==> src/rtl/sd_cmd_pkg.sv <==
// Shared types and constants for the SD command engine: FSM states, response
// type codes, frame lengths and the CRC7 generator polynomial.
package sd_cmd_pkg;

   typedef enum logic [2:0] {
      ST_IDLE,
      ST_SEND,
      ST_WAIT,
      ST_RECV,
      ST_DONE
   } state_e;

   typedef enum logic [1:0] {
      RESP_NONE = 2'b00,
      RESP_R2   = 2'b01,
      RESP_48   = 2'b10,
      RESP_48NB = 2'b11
   } resp_e;

   localparam int unsigned CMD_LEN      = 48;
   localparam int unsigned R2_LEN       = 136;
   localparam int unsigned CMD_CRC_BITS = 40;
   localparam int unsigned R2_HDR_BITS  = 8;

   // x^7 + x^3 + 1 with the x^7 term implied
   localparam logic [6:0] CRC7_POLY = 7'h09;

   function automatic logic [6:0] crc7_step(input logic [6:0] crc, input logic bit_in);
      logic fb;
      fb = crc[6] ^ bit_in;
      return {crc[5:0], 1'b0} ^ (fb ? CRC7_POLY : 7'h00);
   endfunction

endpackage

==> src/rtl/sd_cmd_if.sv <==
// Request/response bundle between the host register file (master) and the
// command engine (slave).
interface sd_cmd_if #(
   parameter int unsigned TO_W = 16
);
   logic            start;
   logic [5:0]      cmd_index;
   logic [31:0]     argument;
   logic [1:0]      resp_type;
   logic [TO_W-1:0] timeout_val;
   logic            busy;
   logic [127:0]    response;
   logic            done;
   logic            timeout_err;
   logic            crc_err;
   logic            index_err;

   modport master (
      output start, cmd_index, argument, resp_type, timeout_val,
      input  busy, response, done, timeout_err, crc_err, index_err
   );

   modport slave (
      input  start, cmd_index, argument, resp_type, timeout_val,
      output busy, response, done, timeout_err, crc_err, index_err
   );
endinterface

==> src/rtl/sd_crc7.sv <==
// Serial CRC7 accumulator; clr has priority over en. Shared between the
// transmit and receive phases, which never overlap.
module sd_crc7
   import sd_cmd_pkg::*;
(
   input  logic       clk,
   input  logic       clr,
   input  logic       en,
   input  logic       bit_in,
   output logic [6:0] crc
);
   logic [6:0] crc_q;
   logic [6:0] crc_d;

   always_comb begin
      crc_d = crc_q;
      if (clr) begin
         crc_d = 7'h00;
      end else if (en) begin
         crc_d = crc7_step(crc_q, bit_in);
      end
   end

   always_ff @(posedge clk) begin
      crc_q <= crc_d;
   end

   assign crc = crc_q;

endmodule

==> src/rtl/sd_cmd_engine.sv <==
// SD CMD-line engine: serialises a 48-bit command frame, waits for and captures
// the card response (48 or 136 bits), and reports completion and error flags.
module sd_cmd_engine
   import sd_cmd_pkg::*;
#(
   parameter int unsigned TO_W = 16
) (
   input  logic    clk,
   input  logic    reset,
   input  logic    sd_tick,
   input  logic    cmd_in,
   output logic    cmd_out,
   output logic    cmd_oe,
   sd_cmd_if.slave host
);
   localparam logic [7:0] TX_LAST      = 8'(CMD_LEN - 1);
   localparam logic [7:0] TX_CRC_FIRST = 8'(CMD_CRC_BITS);
   localparam logic [7:0] TX_CRC_LAST  = 8'(CMD_LEN - 2);
   localparam logic [7:0] LEN_48       = 8'(CMD_LEN);
   localparam logic [7:0] LEN_R2       = 8'(R2_LEN);
   localparam logic [7:0] R48_CRC_LAST = 8'(CMD_CRC_BITS);
   localparam logic [7:0] R2_CRC_FIRST = 8'(R2_HDR_BITS + 1);
   localparam logic [7:0] R2_CRC_LAST  = 8'(R2_LEN - 8);

   state_e          state_q, state_d;
   logic [5:0]      idx_q, idx_d;
   logic [1:0]      type_q, type_d;
   logic [TO_W-1:0] to_q, to_d;
   logic [TO_W-1:0] wait_cnt_q, wait_cnt_d;
   logic [TO_W:0]   wait_inc;
   logic [7:0]      bit_cnt_q, bit_cnt_d;
   logic [7:0]      rx_pos;
   logic [7:0]      frame_len;
   logic [39:0]     tx_sr_q, tx_sr_d;
   logic [126:0]    rx_sr_q, rx_sr_d;
   logic [127:0]    rx_shift;
   logic [127:0]    response_q, response_d;
   logic            terr_q, terr_d;
   logic            cerr_q, cerr_d;
   logic            ierr_q, ierr_d;
   logic            crc_clr, crc_en, crc_bit;
   logic [6:0]      crc_val;
   logic [2:0]      crc_sel;
   logic            is_r2;

   sd_crc7 u_crc7 (
      .clk    (clk),
      .clr    (crc_clr),
      .en     (crc_en),
      .bit_in (crc_bit),
      .crc    (crc_val)
   );

   always_comb begin
      state_d    = state_q;
      idx_d      = idx_q;
      type_d     = type_q;
      to_d       = to_q;
      wait_cnt_d = wait_cnt_q;
      bit_cnt_d  = bit_cnt_q;
      tx_sr_d    = tx_sr_q;
      rx_sr_d    = rx_sr_q;
      response_d = response_q;
      terr_d     = terr_q;
      cerr_d     = cerr_q;
      ierr_d     = ierr_q;
      crc_clr    = 1'b0;
      crc_en     = 1'b0;
      crc_bit    = 1'b0;
      cmd_out    = 1'b1;

      is_r2     = (type_q == RESP_R2);
      frame_len = is_r2 ? LEN_R2 : LEN_48;
      rx_pos    = bit_cnt_q + 8'd1;
      rx_shift  = {rx_sr_q, cmd_in};
      wait_inc  = {1'b0, wait_cnt_q} + {{TO_W{1'b0}}, 1'b1};
      // bit positions 40..46 carry crc[6]..crc[0]
      crc_sel   = 3'(TX_CRC_LAST - bit_cnt_q);

      unique case (state_q)
         ST_IDLE: begin
            if (host.start) begin
               idx_d      = host.cmd_index;
               type_d     = host.resp_type;
               to_d       = host.timeout_val;
               tx_sr_d    = {2'b01, host.cmd_index, host.argument};
               bit_cnt_d  = 8'd0;
               wait_cnt_d = '0;
               response_d = '0;
               terr_d     = 1'b0;
               cerr_d     = 1'b0;
               ierr_d     = 1'b0;
               crc_clr    = 1'b1;
               state_d    = ST_SEND;
            end
         end

         ST_SEND: begin
            if (bit_cnt_q < TX_CRC_FIRST) begin
               cmd_out = tx_sr_q[39];
            end else if (bit_cnt_q <= TX_CRC_LAST) begin
               cmd_out = crc_val[crc_sel];
            end
            if (sd_tick) begin
               bit_cnt_d = bit_cnt_q + 8'd1;
               if (bit_cnt_q < TX_CRC_FIRST) begin
                  crc_en  = 1'b1;
                  crc_bit = tx_sr_q[39];
                  tx_sr_d = {tx_sr_q[38:0], 1'b0};
               end
               if (bit_cnt_q == TX_LAST) begin
                  // TX CRC no longer needed; rearm it for the response
                  bit_cnt_d = 8'd0;
                  crc_clr   = 1'b1;
                  state_d   = (type_q == RESP_NONE) ? ST_DONE : ST_WAIT;
               end
            end
         end

         ST_WAIT: begin
            if (sd_tick) begin
               if (!cmd_in) begin
                  rx_sr_d   = rx_shift[126:0];
                  bit_cnt_d = 8'd1;
                  crc_en    = !is_r2;
                  crc_bit   = cmd_in;
                  state_d   = ST_RECV;
               end else begin
                  wait_cnt_d = wait_inc[TO_W-1:0];
                  if (wait_inc >= {1'b0, to_q}) begin
                     terr_d  = 1'b1;
                     state_d = ST_DONE;
                  end
               end
            end
         end

         ST_RECV: begin
            if (sd_tick) begin
               rx_sr_d   = rx_shift[126:0];
               bit_cnt_d = rx_pos;
               crc_bit   = cmd_in;
               // R2 excludes its 8 header bits from the CRC
               crc_en    = is_r2 ? (rx_pos >= R2_CRC_FIRST && rx_pos <= R2_CRC_LAST)
                                 : (rx_pos <= R48_CRC_LAST);
               if (rx_pos == frame_len) begin
                  state_d = ST_DONE;
                  if (is_r2) begin
                     response_d = {8'h00, rx_shift[127:8]};
                     cerr_d     = (crc_val != rx_shift[7:1]);
                  end else begin
                     response_d = {96'h0, rx_shift[39:8]};
                     ierr_d     = (rx_shift[45:40] != idx_q);
                     cerr_d     = (crc_val != rx_shift[7:1]) || !rx_shift[0];
                  end
               end
            end
         end

         ST_DONE: begin
            state_d = ST_IDLE;
         end

         default: begin
            state_d = ST_IDLE;
         end
      endcase
   end

   always_ff @(posedge clk) begin
      if (reset) begin
         state_q    <= ST_IDLE;
         wait_cnt_q <= '0;
         bit_cnt_q  <= 8'd0;
         response_q <= '0;
         terr_q     <= 1'b0;
         cerr_q     <= 1'b0;
         ierr_q     <= 1'b0;
      end else begin
         state_q    <= state_d;
         wait_cnt_q <= wait_cnt_d;
         bit_cnt_q  <= bit_cnt_d;
         response_q <= response_d;
         terr_q     <= terr_d;
         cerr_q     <= cerr_d;
         ierr_q     <= ierr_d;
      end
   end

   // Latched request and shift registers are only read once qualified by state
   always_ff @(posedge clk) begin
      idx_q   <= idx_d;
      type_q  <= type_d;
      to_q    <= to_d;
      tx_sr_q <= tx_sr_d;
      rx_sr_q <= rx_sr_d;
   end

   assign cmd_oe           = (state_q == ST_SEND);
   assign host.busy        = (state_q != ST_IDLE);
   assign host.done        = (state_q == ST_DONE);
   assign host.response    = response_q;
   assign host.timeout_err = terr_q;
   assign host.crc_err     = cerr_q;
   assign host.index_err   = ierr_q;

endmodule
==> src/flat_wrapper.sv <==
// flat-port wrapper written by rule: the top's interface ports become plain ports
module sd_cmd_engine_flat import sd_cmd_pkg::*;
#(
   parameter int unsigned TO_W = 16
)
  (clk, reset, sd_tick, cmd_in, cmd_out, cmd_oe, host_start, host_cmd_index, host_argument, host_resp_type, host_timeout_val, host_busy, host_response, host_done, host_timeout_err, host_crc_err, host_index_err);
  sd_cmd_if #(.TO_W(TO_W)) host_i ();
  input  logic clk;
  input  logic reset;
  input  logic sd_tick;
  input  logic cmd_in;
  output logic cmd_out;
  output logic cmd_oe;
  input wire logic [$bits(host_i.start)-1:0] host_start;
  input wire logic [$bits(host_i.cmd_index)-1:0] host_cmd_index;
  input wire logic [$bits(host_i.argument)-1:0] host_argument;
  input wire logic [$bits(host_i.resp_type)-1:0] host_resp_type;
  input wire logic [$bits(host_i.timeout_val)-1:0] host_timeout_val;
  output wire logic [$bits(host_i.busy)-1:0] host_busy;
  output wire logic [$bits(host_i.response)-1:0] host_response;
  output wire logic [$bits(host_i.done)-1:0] host_done;
  output wire logic [$bits(host_i.timeout_err)-1:0] host_timeout_err;
  output wire logic [$bits(host_i.crc_err)-1:0] host_crc_err;
  output wire logic [$bits(host_i.index_err)-1:0] host_index_err;
  assign host_i.start = host_start;
  assign host_i.cmd_index = host_cmd_index;
  assign host_i.argument = host_argument;
  assign host_i.resp_type = host_resp_type;
  assign host_i.timeout_val = host_timeout_val;
  assign host_busy = host_i.busy;
  assign host_response = host_i.response;
  assign host_done = host_i.done;
  assign host_timeout_err = host_i.timeout_err;
  assign host_crc_err = host_i.crc_err;
  assign host_index_err = host_i.index_err;
  sd_cmd_engine #(.TO_W(TO_W)) u_core (.clk(clk), .reset(reset), .sd_tick(sd_tick), .cmd_in(cmd_in), .cmd_out(cmd_out), .cmd_oe(cmd_oe), .host(host_i));
endmodule
==> config.mk <==
export PLATFORM = sky130hd
export DESIGN_NAME = sd_cmd_engine_flat
export DESIGN_NICKNAME = d
export VERILOG_FILES = /design/src/rtl/sd_cmd_pkg.sv /design/src/rtl/sd_cmd_if.sv /design/src/rtl/sd_crc7.sv /design/src/rtl/sd_cmd_engine.sv /design/src/flat_wrapper.sv
export SDC_FILE = /design/constraint.sdc
export NUM_CORES = 1
export LEC_CHECK = 0
export CORE_ASPECT_RATIO = 1.5
export CORE_MARGIN = 10
export CORE_UTILIZATION = 55
export CTS_CLUSTER_SIZE = 30
export DETAILED_ROUTE_END_ITERATION = 7
export GPL_TIMING_DRIVEN = 0
export HOLD_SLACK_MARGIN = 0.03
export PLACE_DENSITY = 0.8
export SYNTH_ARGS = -nofsm -noshare
export SYNTH_HDL_FRONTEND = slang
export SYNTH_HIERARCHICAL = 1
export SYNTH_SLANG_ARGS = --single-unit
==> constraint.sdc <==
create_clock -name clk -period 10.1 [get_ports clk]
set_input_delay 2.525 -clock clk [delete_from_list [all_inputs] [get_ports clk]]
set_output_delay 2.525 -clock clk [all_outputs]
set_load 0.02 [all_outputs]
==> key figures <==
Outcome
  – Outcome: finished, final reports clean

Route
  – 1st-iter DRT viols: about 780
  – Routed Antenna Nets: 0
  – Via count: roughly 10000
  – DRC: 0
  – WL per Instance: about 19 microns
  – Max Used Layer: met4
  – Metal3 WL: approximately 2.2 mm
  – Metal2 WL: ~18 mm
  – DRT Wirelength: ~34 mm
  – Met1 wire length: approximately 13 mm
  – 1st-pass router iterations: 6
  – Vias per cell: approximately 5.6

Synthesis
  – Seq/Total Area, Yosys: roughly 63%
  – Avg Inst Size Synth: approximately 12 sq um
  – Ys async rst share: 0%
  – Post-synth EDFFs: approximately 190
  – Predominant post-synthesis flop cell: edfxtp_1
  – Cell Area, Synth: approximately 14000 sq um
  – Yosys reg bits: between 300 and 400
  – Yosys cell types: ~70
  – Synthesized instance count: 1208
  – Yosys Warn Count: 6

Timing
  – Slew headroom: a little under a third
  – Unrepaired setup endpoints after global routing: no
  – Final period util: about three fifths
  – Max Slew Vio Count: 0
  – Fin. Hold Viols: 0
  – Slew @ Worst Pin: 1036 ps
  – Max frequency: approximately 170 MHz
  – Worst Skew: 25.37 ps
  – Endpoints failing setup: 0
  – Tmin final: ~6000 ps
  – Hold WS: 430.5 ps

Final layout
  – Area growth syn-to-layout: 25.06%
  – Register area: a little under 9000 sq um
  – Area occupied by multi-input gates: ~4600 sq um
  – Fin nets: approximately 1500
  – Share of layout cells above drive strength 1: around a tenth
  – Final non-filler cell total: ~1800
  – Fill cells: between 1500 and 2000
  – Antenna Diode Count: 0

Setup path
  – Slowest CP cell: clkdlybuf4s50_1
  – Crit. End Element: output pin
  – Reg2reg start: u_core/wait_cnt_q[0]$_SDFFE_PP0P_
  – CP Launch Type: flip-flop
  – Critical path type: flip-flop to output pin
  – Crit-path max FO: 10
  – Worst path required time: approximately 7600 ps
  – Worst-path cell chain: buf_2, inv_1, nand2_1, nor2_1, clkbuf_1, o21ai_0, clkdlybuf4s50_1
  – RR Endpoint: u_core/state_q[1]$_SDFFE_PP0P_
  – Cell count of the worst reg-to-reg path: 13
  – CP startpoint: u_core/state_q[2]$_SDFFE_PP0P_
  – Crit path arrival time: 3340 ps
  – Slowest stage delay, CP: between 600 and 700 ps
  – R2R Setup Slk: between 6000 and 7000 ps

Clocking
  – CTS tree: done
  – Total CTS buffers: 34
  – Clock Tree Root: clkbuf_16
  – Cts hold-fix bufs: 0
  – CTS resizes: 0
  – CTS Sinks: between 300 and 400
  – Clock Tree Buf Depth: 3
  – Postcts setup bufs: 0
  – Clock slew seen by the registers of the worst setup and hold paths: around 70 ps
  – Clk_lat worst skew: 530 ps
  – H-tree levels: 2

Hold path
  – Worst min path class: flip-flop to flip-flop
  – Hold Crit Depth: 0
  – Worst min-delay path endpoint: u_core/rx_sr_q[63]$_DFFE_PP_
  – HP Start: u_core/rx_sr_q[62]$_DFFE_PP_

Die
  – CORE AREA: about 25000 sq um
  – Initial core utilization: between 50% and 60%
  – Chip Width: around 150 microns
  – Die area: roughly 32000 sq um
  – Chip height: about 220 microns
  – I/O Pins: 196
  – Rows: 71

Placement
  – Placed cell count: between 1500 and 2000
  – Detail Placement HPWL: 24.68 mm
  – Port bufs: about 190
  – GP Congestion: just under 0.9

Pwr
  – Clock power frac: between 30% and 40%
  – Leak: around 5.7 nW
  – VDD IR max: around 0.19 mV
  – Pint: roughly 2.6 mW
  – Pwr/cell area: 198.1 nW/um^2
  – Switching Fraction: 26.03%
  – Flop pwr share: about half
  – Gate power share: between 10% and 20%
  – Switching power total: around 900 uW

Global routing
  – Largest net degree at the start of global routing: 37
  – First-pass GRT wire length: roughly 54 mm
  – Gr ovfl total: 0
  – Vias in the first global route: 10179
  – GRT Util Overall: between 20% and 30%
  – Initial antenna violation count: 0

Run
  – MaxCap Viol Count: 0
==> how the worst max path moves through the flow <==
stage	end	slack (ps)	cells past startpoint
floorplan	u_core/rx_sr_q[0]$_SDFFCE_PN0P_	1300	3
global placement	u_core/rx_sr_q[59]$_DFFE_PP_	-1540	4
detailed placement	u_core/rx_sr_q[83]$_DFFE_PP_	4740	7
CTS	cmd_out	4220	7
global route	cmd_out	3980	10
finish	cmd_out	4240	7
==> per-stage QoR <==
step	total power, mW	utilization, %	area, sq um	worst slack (ps)	setup TNS, ps
6_report	3.465	69.83	17490	4239	0
5_1_grt	3.610	69.83	17490	3983	0
4_1_cts	3.494	69.83	17490	4217	0
3_5_place_dp	2.252	65.52	16410	4738	0
3_3_place_gp	2.235	65.01	16290	-1543	-193980
2_1_floorplan	2.073	-	14010	1299	0
==> layout by cell type, fill, tap and decap left out, drive strengths merged, types with 18 or more instances in the layout <==
cell / synthesis / routed
nor2: 48 / 48
a21oi: 69 / 69
edfxtp: 191 / 191
o21ai: 111 / 111
dfxtp: 157 / 157
clkdlybuf4s50: 0 / 186
nand2b: 86 / 86
ha: 20 / 20
nor3: 18 / 18
nand2: 67 / 67
clkbuf: 47 / 92
xnor2: 18 / 18
mux2: 39 / 39
inv: 22 / 25
buf: 39 / 46
nand3: 142 / 142
==> critical path: cells and delay by family, from the launching register on <==
family / cells / cell delay, ps
buffers and inverters: 4 / 1560
and+or+nand+nor: 2 / 630
AOI/OAI and AO/OA: 1 / 330
DFF: 1 / 290
==> flip-flops by register name, summed over array words and instances (netlist names) <==
name and flops:
u_core/bit_cnt_q 8, u_core/host.crc_err 1, u_core/host.index_err 1, u_core/host.response 120
u_core/host.timeout_err 1, u_core/idx_q 6, u_core/rx_sr_q 127, u_core/state_q 3
u_core/to_q 16, u_core/tx_sr_q 40, u_core/type_q 2, u_core/u_crc7/crc 7
u_core/wait_cnt_q 16
==> power by group through the flow <==
stage,clock (mW),combinational (mW),sequential [mW]
after floorplan,0,0.349,1.72
after global placement,0,0.492,1.74
after detailed placement,0,0.526,1.73
after CTS,1.27,0.528,1.70
after global routing,1.33,0.577,1.71
final,1.24,0.528,1.70
==> Yosys cell counts (all sizes together) (2+ instances only) <==
cell / count / area share, %
a2111oi: 3 / 0.19
a211oi: 3 / 0.20
a21boi: 2 / 0.11
a21oi: 69 / 2.5
a22oi: 5 / 0.27
a311oi: 3 / 0.19
a31o: 2 / 0.13
a31oi: 7 / 0.31
a32o: 2 / 0.14
a32oi: 3 / 0.19
and2: 6 / 0.27
and3: 13 / 0.58
buf: 39 / 1.8
clkbuf: 47 / 1.3
dfxtp: 157 / 22
edfxtp: 191 / 41
ha: 20 / 1.8
inv: 22 / 0.59
mux2: 39 / 3.1
mux2i: 7 / 0.50
nand2: 67 / 1.8
nand2b: 86 / 3.8
nand3: 142 / 5.1
nand3b: 3 / 0.25
nand4: 7 / 0.31
nand4b: 2 / 0.13
nor2: 48 / 1.3
nor2b: 8 / 0.36
nor3: 18 / 0.75
nor3b: 7 / 0.38
nor4: 3 / 0.13
o2111ai: 3 / 0.23
o211ai: 4 / 0.25
o21a: 3 / 0.16
o21ai: 111 / 4.0
o21bai: 2 / 0.11
o311ai: 2 / 0.13
or3: 5 / 0.22
or4b: 2 / 0.14
xnor2: 18 / 1.1
xor2: 13 / 0.81
==> area by class of cell <==
class / instances / area share [%]
sequential: 348 / 50.75
clock buffer: 45 / 5.157
timing repair buffer: 193 / 11.29
clock inverter: 17 / 1.023
inverter: 22 / 0.4720
tap: 328 / 2.346
buffer: 86 / 2.432
multi-input combinational: 759 / 26.53
==> per-layer routing <==
metal | track usage, % | vias up
li1 | - | 4815
met1 | 24.22 | 4881
met2 | 35.52 | 362
met3 | 3.870 | 81
met4 | 9.097 | 0
met5 | 0 | -
==> logic make-up (layout without fill, tap and decap cells) <==
kind of cell	count (synthesis)	count (layout)	synth area share, %
simple gates	421	421	15.81
mux	47	47	3.801
fa+ha+maj	20	20	1.789
compound gates	232	232	9.526
flops	348	348	63.47
other cells	1	8	0.02681
buf+inv	108	363	3.631
xor+xnor	31	31	1.941
(Power assumes the default switching activity.)
